==> config.mk <==
export PLATFORM = sky130hd
export DESIGN_NAME = enum3_seq
export DESIGN_NICKNAME = d
export VERILOG_FILES = /design/src/rtl/enum3_pkg.sv /design/src/rtl/enum3_succ.sv /design/src/rtl/enum3_seq.sv
export SDC_FILE = /design/constraint.sdc
export NUM_CORES = 1
export LEC_CHECK = 0
export BUFFER_PORTS_ARGS = -buffer_cell sky130_fd_sc_hd__buf_2
export CAP_MARGIN = 20
export CELL_PAD_IN_SITES_DETAIL_PLACEMENT = 0
export CELL_PAD_IN_SITES_GLOBAL_PLACEMENT = 1
export CORE_MARGIN = 4
export CORE_UTILIZATION = 25
export DETAILED_ROUTE_END_ITERATION = 16
export MAX_ROUTING_LAYER = met4
export PLACE_DENSITY_LB_ADDON = 0.1
export SKIP_CTS_REPAIR_TIMING = 1
export SLEW_MARGIN = 0
export SYNTH_ARGS = -nofsm -noshare
export SYNTH_HDL_FRONTEND = slang
export SYNTH_SLANG_ARGS = --single-unit
export TNS_END_PERCENT = 5
==> constraint.sdc <==
create_clock -name clk -period 3.13 [get_ports clk]
set_clock_uncertainty 0.1 [all_clocks]
set_input_delay 0.4695 -clock clk [delete_from_list [all_inputs] [get_ports clk]]
set_output_delay 0.4695 -clock clk [all_outputs]
set_load 0.02 [all_outputs]
==> src/rtl/enum3_pkg.sv <==
// Member encoding, ordinal/successor helpers and FSM type for the enum3 sequencer.
// BB's code is a function argument so the sequencer's BVAL parameter can move it (2 or 3).
package enum3_pkg;

   localparam logic [4:0]  ENUM3_BVAL        = 5'd2;
   localparam int unsigned ENUM3_NUM_MEMBERS = 21;

   typedef enum logic [4:0] {
      AA  = 5'd0,  BB  = ENUM3_BVAL,
      CC0 = 5'd4,  CC1 = 5'd5,  CC2 = 5'd6,  CC3 = 5'd7,  CC4 = 5'd8,
      DD  = 5'd9,  EE0 = 5'd11, EE1 = 5'd12, FF  = 5'd13,
      GG0 = 5'd14, GG1 = 5'd15,
      HH0 = 5'd20, HH1 = 5'd21, HH2 = 5'd22, HH3 = 5'd23,
      II0 = 5'd24, II1 = 5'd25, II2 = 5'd26, II3 = 5'd27
   } state_t;

   typedef enum logic [0:0] {StIdle, StPresent} fsm_t;

   function automatic logic enum3_is_legal(input logic [4:0] code, input logic [4:0] bval);
      return (code == AA) || (code == bval) ||
             (code inside {[5'd4:5'd9], [5'd11:5'd15], [5'd20:5'd27]});
   endfunction

   function automatic logic [4:0] enum3_ord(input logic [4:0] code, input logic [4:0] bval);
      logic [4:0] ord;
      ord = 5'd0;
      if (code == bval)                          ord = 5'd1;
      else if (code inside {[5'd4:5'd9]})        ord = code - 5'd2;
      else if (code inside {[5'd11:5'd15]})      ord = code - 5'd3;
      else if (code inside {[5'd20:5'd27]})      ord = code - 5'd7;
      return ord;
   endfunction

   function automatic logic [4:0] enum3_next(input logic [4:0] code, input logic [4:0] bval);
      logic [4:0] n;
      n = 5'd0;
      if (code == AA)        n = bval;
      else if (code == bval) n = 5'd4;
      else begin
         case (code)
            5'd4:  n = 5'd5;   5'd5:  n = 5'd6;   5'd6:  n = 5'd7;   5'd7:  n = 5'd8;
            5'd8:  n = 5'd9;   5'd9:  n = 5'd11;  5'd11: n = 5'd12;  5'd12: n = 5'd13;
            5'd13: n = 5'd14;  5'd14: n = 5'd15;  5'd15: n = 5'd20;  5'd20: n = 5'd21;
            5'd21: n = 5'd22;  5'd22: n = 5'd23;  5'd23: n = 5'd24;  5'd24: n = 5'd25;
            5'd25: n = 5'd26;  5'd26: n = 5'd27;  5'd27: n = 5'd0;
            default: n = 5'd0;
         endcase
      end
      return n;
   endfunction

   function automatic logic [4:0] enum3_prev(input logic [4:0] code, input logic [4:0] bval);
      logic [4:0] p;
      p = 5'd0;
      if (code == AA)        p = 5'd27;
      else if (code == bval) p = 5'd0;
      else begin
         case (code)
            5'd4:  p = bval;   5'd5:  p = 5'd4;   5'd6:  p = 5'd5;   5'd7:  p = 5'd6;
            5'd8:  p = 5'd7;   5'd9:  p = 5'd8;   5'd11: p = 5'd9;   5'd12: p = 5'd11;
            5'd13: p = 5'd12;  5'd14: p = 5'd13;  5'd15: p = 5'd14;  5'd20: p = 5'd15;
            5'd21: p = 5'd20;  5'd22: p = 5'd21;  5'd23: p = 5'd22;  5'd24: p = 5'd23;
            5'd25: p = 5'd24;  5'd26: p = 5'd25;  5'd27: p = 5'd26;
            default: p = 5'd0;
         endcase
      end
      return p;
   endfunction

endpackage

==> src/rtl/enum3_succ.sv <==
// Combinational successor/predecessor lookup over the enum3 member table.
module enum3_succ
   import enum3_pkg::*;
#(
   parameter int unsigned BVAL = 2
) (
   input  logic [4:0] i_code,
   input  logic       i_dir,
   output logic [4:0] o_next,
   output logic       o_is_wrap,
   output logic       o_is_legal
);

   localparam logic [4:0] BbCode = 5'(BVAL);

   always_comb begin
      o_is_legal = enum3_is_legal(i_code, BbCode);
      o_next     = i_dir ? enum3_prev(i_code, BbCode) : enum3_next(i_code, BbCode);
      o_is_wrap  = i_dir ? (i_code == AA) : (i_code == II3);
   end

endmodule

==> src/rtl/enum3_seq.sv <==
// Valid/ready sequencer over the enum3 members with jump and wrap counting.
// Define ENUM3_SEQ_DIR_EN to add the dir port (reverse stepping, wrap-counter decrement).
module enum3_seq
   import enum3_pkg::*;
#(
   parameter int unsigned BVAL   = 2,
   parameter int unsigned WRAP_W = 8
) (
   input  logic              clk,
   input  logic              rst_n,
   input  logic              run,
   input  logic              jmp_valid,
   input  logic [4:0]        jmp_code,
   output logic              out_valid,
   input  logic              out_ready,
   output logic [4:0]        out_code,
   output logic [4:0]        out_ord,
   output logic [WRAP_W-1:0] wrap_cnt,
   output logic              jmp_err
`ifdef ENUM3_SEQ_DIR_EN
   ,
   input  logic              dir
`endif
);

   localparam logic [4:0] BbCode = 5'(BVAL);

   fsm_t              r_state, w_state_d;
   logic [4:0]        r_code, w_code_d;
   logic [WRAP_W-1:0] r_wrap, w_wrap_d;
   logic              r_jmp_err, w_jmp_err_d;

   logic       w_dir, w_xfer;
   logic [4:0] w_adv_next, w_jmp_next;
   logic       w_adv_wrap, w_adv_legal, w_jmp_wrap, w_jmp_legal;
   logic [5:0] w_jmp_unused;

`ifdef ENUM3_SEQ_DIR_EN
   assign w_dir = dir;
`else
   assign w_dir = 1'b0;
`endif

   enum3_succ #(.BVAL(BVAL)) u_adv (
      .i_code     (r_code),
      .i_dir      (w_dir),
      .o_next     (w_adv_next),
      .o_is_wrap  (w_adv_wrap),
      .o_is_legal (w_adv_legal)
   );

   // Only the legality flag matters on the jump path.
   enum3_succ #(.BVAL(BVAL)) u_jmp (
      .i_code     (jmp_code),
      .i_dir      (1'b0),
      .o_next     (w_jmp_next),
      .o_is_wrap  (w_jmp_wrap),
      .o_is_legal (w_jmp_legal)
   );
   assign w_jmp_unused = {w_jmp_next, w_jmp_wrap};

   assign w_xfer = (r_state == StPresent) && out_ready;

   always_comb begin
      w_state_d   = r_state;
      w_code_d    = r_code;
      w_wrap_d    = r_wrap;
      w_jmp_err_d = 1'b0;
      case (r_state)
         StIdle: begin
            if (run) w_state_d = StPresent;
         end
         StPresent: begin
            if (w_xfer) begin
               if (!run) begin
                  w_state_d = StIdle;
               end else if (w_adv_legal) begin
                  w_code_d = w_adv_next;
                  if (w_adv_wrap) begin
`ifdef ENUM3_SEQ_DIR_EN
                     w_wrap_d = w_dir ? r_wrap - WRAP_W'(1) : r_wrap + WRAP_W'(1);
`else
                     w_wrap_d = r_wrap + WRAP_W'(1);
`endif
                  end
               end
            end
         end
         default: w_state_d = StIdle;
      endcase
      // A legal jump overrides any advance, including its wrap count.
      if (jmp_valid) begin
         if (w_jmp_legal) begin
            w_code_d = jmp_code;
            w_wrap_d = r_wrap;
         end else begin
            w_jmp_err_d = 1'b1;
         end
      end
   end

   always_ff @(posedge clk or negedge rst_n) begin
      if (!rst_n) begin
         r_state   <= StIdle;
         r_code    <= 5'd0;
         r_wrap    <= '0;
         r_jmp_err <= 1'b0;
      end else begin
         r_state   <= w_state_d;
         r_code    <= w_code_d;
         r_wrap    <= w_wrap_d;
         r_jmp_err <= w_jmp_err_d;
      end
   end

   assign out_valid = (r_state == StPresent);
   assign out_code  = r_code;
   assign out_ord   = enum3_ord(r_code, BbCode);
   assign wrap_cnt  = r_wrap;
   assign jmp_err   = r_jmp_err;

endmodule

==> flow_summary.ini, run 1 <==
[logic_synthesis]
ys_seq_area_frac = 0.264
synth_seq_cells = 15
synth_compound_area_frac = 0.282
synth.distinct_cells = 55
syn_inst = 158
combinational_family_with_the_most_area_after_synthesis = compound AO/OA/AOI/OAI gates
post_synth.cell_area_avg_um2 = 8.99
synth-adder-area-share = 0.106
yosys_warnings = 0
fraction_of_the_mapped_netlist_area_in_simple_logic_gates = 0.209
number_of_enable_flip_flop_cells_after_synthesis = 0
post_syn_area_mm2 = 0.00142
synth_mux_area_frac = 0.0150
synth_flop_cell = dfrtp_1
post_synth_xor_area_fraction = 0.0493
synthArstFlopShare = 1.00
mappedNetlistNets = 180

[setup_path]
critPathKind = flop to output port
r2r_setup_slack_ns = 0.55
cp-end-kind = output port
r2r_end = out_code[2]$_DFF_PN0_
critPathRequiredTime_ns = 2.56
sequence_of_cells_on_the_critical_path = ha_1 -> inv_1 -> ha_1 -> nor3_1 -> o21ai_0 -> a21oi_1 -> buf_2
max_stage_delay_ns = 0.54
worst_setup_path_start_kind = flop
cp_common_cell = ha_1
regToRegStartpoint = out_code[0]$_DFF_PN0_
crit_fanout = 9
worst-endpoint-arrival_ns = 2.33
worst_r2r_path_depth = 7
master_of_the_slowest_instance_on_the_critical_path = dfrtp_1

[power]
p_per_area_mw_per_mm2 = 757
vdd_drop_max_mv = 0.297
cellLeakagePower_nw = 0.787

[grt]
global_route.usage.total = 0.120
gr-total-overflow = 0
pin_count_of_the_biggest_net_entering_global_routing = 17
first_global_vias = 1349
grt_antenna_before_repair = 0
wire_length_of_the_first_global_routing_pass_um = 6580

[timing]
timing.hold.ws_ns = 0.0252
grt_setup_unrepaired = no
achievable-frequency_mhz = 344
drv_slew = 0
transition_time_of_the_tightest_slew_check_pin_ns = 0.545
min_period_ns = 2.90
final_hold_violations = 0
setup-tns-final_ns = 0
final_min_period_over_clock_period = 0.928
slew_headroom = 0.637
finalSetupViolations = 0

[finish]
layout.filler_cells = 595
flow.area_growth_from_synthesis_pct = 18.9
nNetsFinal = 212
antenna_cells_inserted = 0
mostFrequentLayoutCells = buf_2 (29), dfrtp_1 (14), ha_1 (12), inv_1 (11), nand2_1 (11)
layout.cells.most_common = buf_2
drive_gt1_frac = 0.323

[routing]
drt_first_iter_violations = 36
route.vias.total = 1308
route.antenna.remaining_nets = 0
drt-total-wl_um = 4110
wl_per_cell_um = 15.8
drcViolationCount = 0
detail_route.first_pass.iterations = 4
viasPerCell = 5.01

[run_status]
run_status = finished, final reports clean

[floorplan]
io-pin-count = 30
die-width_um = 83.4
die-area_mm2 = 0.00695
y_dimension_of_the_die_um = 83.4
start_util = 0.258
floorplan.core_area_mm2 = 0.00551
row_count = 27

[placed_design]
place_congestion = 0.830
port_buffer_count = 29
post_dp_hpwl_um = 3150

[clock_tree]
numClockSinks = 15
clkSlewWorstSetupHoldPaths_ns = 0.07
cts_tree = yes
clock_path_buffers = 2
worst_skew_pair.late_latency_ns = 0.25
master_cell_of_the_clock_root_buffer = clkbuf_8
cts_buffers = 3
cts_htree_levels = 1

[worst_hold_path]
hold_class = primary input to asynchronous set/reset pin

[flow_run]
drv_cap = 0
[cell families after synthesis]
logic type	Yosys count
AND/OR/NAND/NOR	54
AO/OA/AOI/OAI	48
adder cells (fa/ha/maj)	12
XOR/XNOR	8
multiplexers	2
buffers and inverters	19
flip-flops	15
[cell usage after synthesis (all sizes together) (2+ instances only)]
library cell	number	area, µm²
a211o	2	18.8
a211oi	4	30.0
a21bo	2	20.0
a21o	4	31.3
a21oi	11	62.6
a31oi	2	12.5
and2	2	13.8
and3	4	26.3
buf	6	57.6
clkbuf	2	7.51
dfrtp	15	375
ha	12	150
inv	11	41.3
nand2	12	47.6
nand2b	2	12.5
nand3	2	10.0
nand4	9	56.3
nor2	10	37.5
nor2b	2	12.5
nor3	4	20.0
o2111ai	2	35.0
o21ai	7	35.0
o22ai	2	18.8
o311ai	4	67.6
or2b	3	23.8
xnor2	6	52.6
xor2	2	17.5
[final cells by class]
class | count | area (µm²) | share of cell area
clock buffer | 3 | 41.3 | 0.0244
clock inverter | 1 | 5.00 | 0.00296
multi-input combinational | 124 | 945 | 0.559
timing repair buffer | 35 | 190 | 0.113
inverter | 11 | 41.3 | 0.0244
sequential | 15 | 377 | 0.223
tap | 72 | 90.1 | 0.0533
[metal layers]
layer,part of all wire,GRT usage,up-vias
met5,0,-,-
met4,0.026,0.0550,0
met3,0.045,0.0179,8
met2,0.49,0.202,39
met1,0.44,0.140,622
li1,-,-,639
[where the power goes]
part	switching (mW)	leakage [nW]	internal, mW
sequential	0.0707	0.195	0.222
combinational	0.502	0.566	0.321
clock	0.0747	0.0255	0.0881
total	0.647	0.787	0.631
[critical path: cells and delay by family (launching register included)]
family          cells  cell delay, ns
simple gates        1            0.20
flops               1            0.54
compound gates      2            0.26
fa+ha+maj           2            0.82
buf+inv             2            0.27
[state kept, by name (all words and copies together) (netlist names)]
signal and flops:
wrap_cnt 8, out_code 5, jmp_err 1, out_valid 1
[worst max path at each step]
stage | slack, ns | end | cells after the start | start
5_1_grt | 0.04 | out_ord[3] | 8 | out_code[1]$_DFF_PN0_
3_3_place_gp | 0.45 | out_ord[3] | 8 | out_code[1]$_DFF_PN0_
3_5_place_dp | 0.33 | out_ord[3] | 8 | out_code[1]$_DFF_PN0_
2_1_floorplan | 0.28 | out_ord[3] | 8 | out_code[2]$_DFF_PN0_
6_report | 0.23 | out_ord[2] | 7 | out_code[0]$_DFF_PN0_
4_1_cts | 0.007 | out_ord[3] | 8 | out_code[1]$_DFF_PN0_
[through the flow]
stage	setup slack (ns)	total power [mW]	instance area [µm²]	instances	util
after floorplan	0.279	0.887	1420	158	-
after global placement	0.455	1.11	1640	257	0.297
after detailed placement	0.327	1.11	1640	257	0.297
after CTS	0.00738	1.28	1680	261	0.305
after global routing	0.0400	1.38	1690	261	0.307
final	0.226	1.28	1690	261	0.307
Note: power is estimated with default switching activity, not from simulation.
==> run 2, diff against run 1 <==
==> constraint.sdc (replaced) <==
create_clock -name clk -period 3.1 [get_ports clk]
set_clock_uncertainty 0.1 [all_clocks]
set_input_delay 0.465 -clock clk [delete_from_list [all_inputs] [get_ports clk]]
set_output_delay 0.465 -clock clk [all_outputs]
set_load 0.02 [all_outputs]
==> run 2 against run 1 <==
Register-to-register slack better by 0.11 ns; wire length down 5.5%; critical path type unchanged; highest routed layer unchanged; combinational power grew 3.4%.
==> flow_summary.ini, run 2 (same netlist as run 1, synthesis figures left out) <==
[grt]
pin_count_of_the_biggest_net_entering_global_routing = 17
global_route.usage.total = 0.116
first_global_vias = 1312
grt_antenna_before_repair = 0
wire_length_of_the_first_global_routing_pass_um = 6380
gr-total-overflow = 0

[finish]
layout.cells.most_common = buf_2
nNetsFinal = 213
drive_gt1_frac = 0.316
layout.filler_cells = 582
flow.area_growth_from_synthesis_pct = 19.3
mostFrequentLayoutCells = buf_2 (29), dfrtp_1 (15), ha_1 (12), inv_1 (11), nand2_1 (11)
finish.utilization = 0.308
antenna_cells_inserted = 0
number_of_flip_flops_under_the_largest_register_name = 8

[timing]
setup-tns-final_ns = 0
drv_slew = 0
finalSetupViolations = 0
final_min_period_over_clock_period = 0.925
grt_setup_unrepaired = no
transition_time_of_the_tightest_slew_check_pin_ns = 0.600
min_period_ns = 2.87
timing.hold.ws_ns = 0.0217
post-route-worst-setup-slack_ns = 0.233
slew_headroom = 0.597
achievable-frequency_mhz = 349
final_hold_violations = 0

[clock_tree]
clock_path_buffers = 2
cts_buffers = 3
clkSlewWorstSetupHoldPaths_ns = 0.06
numClockSinks = 15
master_cell_of_the_clock_root_buffer = clkbuf_8
worst_skew_pair.late_latency_ns = 0.24
cts_tree = yes
cts_htree_levels = 1

[setup_path]
worst-endpoint-arrival_ns = 2.30
sequence_of_cells_on_the_critical_path = inv_1 -> ha_1 -> or2b_1 -> a311oi_2 -> nand2_1 -> a21o_1 -> a21oi_1 -> buf_2
max_stage_delay_ns = 0.44
master_of_the_slowest_instance_on_the_critical_path = dfrtp_1
cp-end-kind = output port
critPathKind = flop to output port
critPathRequiredTime_ns = 2.53
crit_fanout = 6
worst_setup_path_start_kind = flop

[routing]
met3WireLength_um = 147
drt-met1-wl_um = 1740
route.met2.wl_um = 1950
detail_route.first_pass.iterations = 4
drt_first_iter_violations = 72
drt-total-wl_um = 3890
route.antenna.remaining_nets = 0
drcViolationCount = 0
highest_layer = met4
wl_per_cell_um = 14.8
viasPerCell = 5.05
route.vias.total = 1322

[worst_hold_path]
hold_class = primary input to asynchronous set/reset pin

[power]
p_per_area_mw_per_mm2 = 759
vdd_drop_max_mv = 0.275
cellLeakagePower_nw = 0.790

[floorplan]
io-pin-count = 30
start_util = 0.258
die-area_mm2 = 0.00695
die-width_um = 83.4
row_count = 27
floorplan.core_area_mm2 = 0.00551
y_dimension_of_the_die_um = 83.4

[placed_design]
port_buffer_count = 29
place_congestion = 0.795
pre_cts_slack_ns = 0.346
post_dp_hpwl_um = 3150

[run_status]
run_status = finished, final reports clean

[flow_run]
drv_cap = 0
==> run 2: stage by stage <==
| stage | instances | power (mW) | instance area (µm²) |
|---|---|---|---|
| after floorplan | 158 | 0.896 | 1420 |
| after global placement | 258 | 1.14 | 1640 |
| after detailed placement | 258 | 1.13 | 1640 |
| after CTS | 262 | 1.30 | 1690 |
| after global routing | 262 | 1.39 | 1690 |
| final | 262 | 1.29 | 1690 |
==> run 2: path summary, 6_finish.rpt <==
kind                                            to                     from  slack [ns]  cells after the start
min                        wrap_cnt[4]$_DFFE_PN0P_                    rst_n        0.02                      1
max                                     out_ord[3]    out_code[1]$_DFF_PN0_        0.23                      8
max in group asynchronous    out_code[0]$_DFF_PN0_                    rst_n        2.62                      1
min reg2reg                wrap_cnt[7]$_DFFE_PN0P_  wrap_cnt[7]$_DFFE_PN0P_        0.36                      1
min in group clk               out_valid$_DFF_PN0_                      run        0.32                      2
max reg2reg                  out_code[1]$_DFF_PN0_    out_code[0]$_DFF_PN0_        0.66                      6
==> run 2: where the power goes <==
part / internal [mW] / switching, mW
registers: 0.224 / 0.0565
clock network: 0.0908 / 0.0649
logic: 0.331 / 0.520
==> run 2: final cells by class <==
type,count,area (µm²),area share
multi-input cells,124,945,0.558
inverters,11,41.3,0.0244
clock buffers,4,45.0,0.0266
flip-flops and latches,15,375,0.222
well taps,72,90.1,0.0532
repair buffers,36,198,0.117
==> run 2: critical path, delay by kind of cell (launching register included) <==
kind,cells,cell delay [ns]
AO/OA/AOI/OAI,3,0.72
flip-flops,1,0.44
AND/OR/NAND/NOR,2,0.40
buffers and inverters,2,0.34
adder cells (fa/ha/maj),1,0.16
==> run 2: layer usage <==
| metal | up-vias | global-route usage |
|---|---|---|
| met3 | 4 | 0.0179 |
| met2 | 30 | 0.199 |
| met1 | 641 | 0.137 |
| met4 | 0 | 0.0416 |
| li1 | 647 | - |
| met5 | - | - |
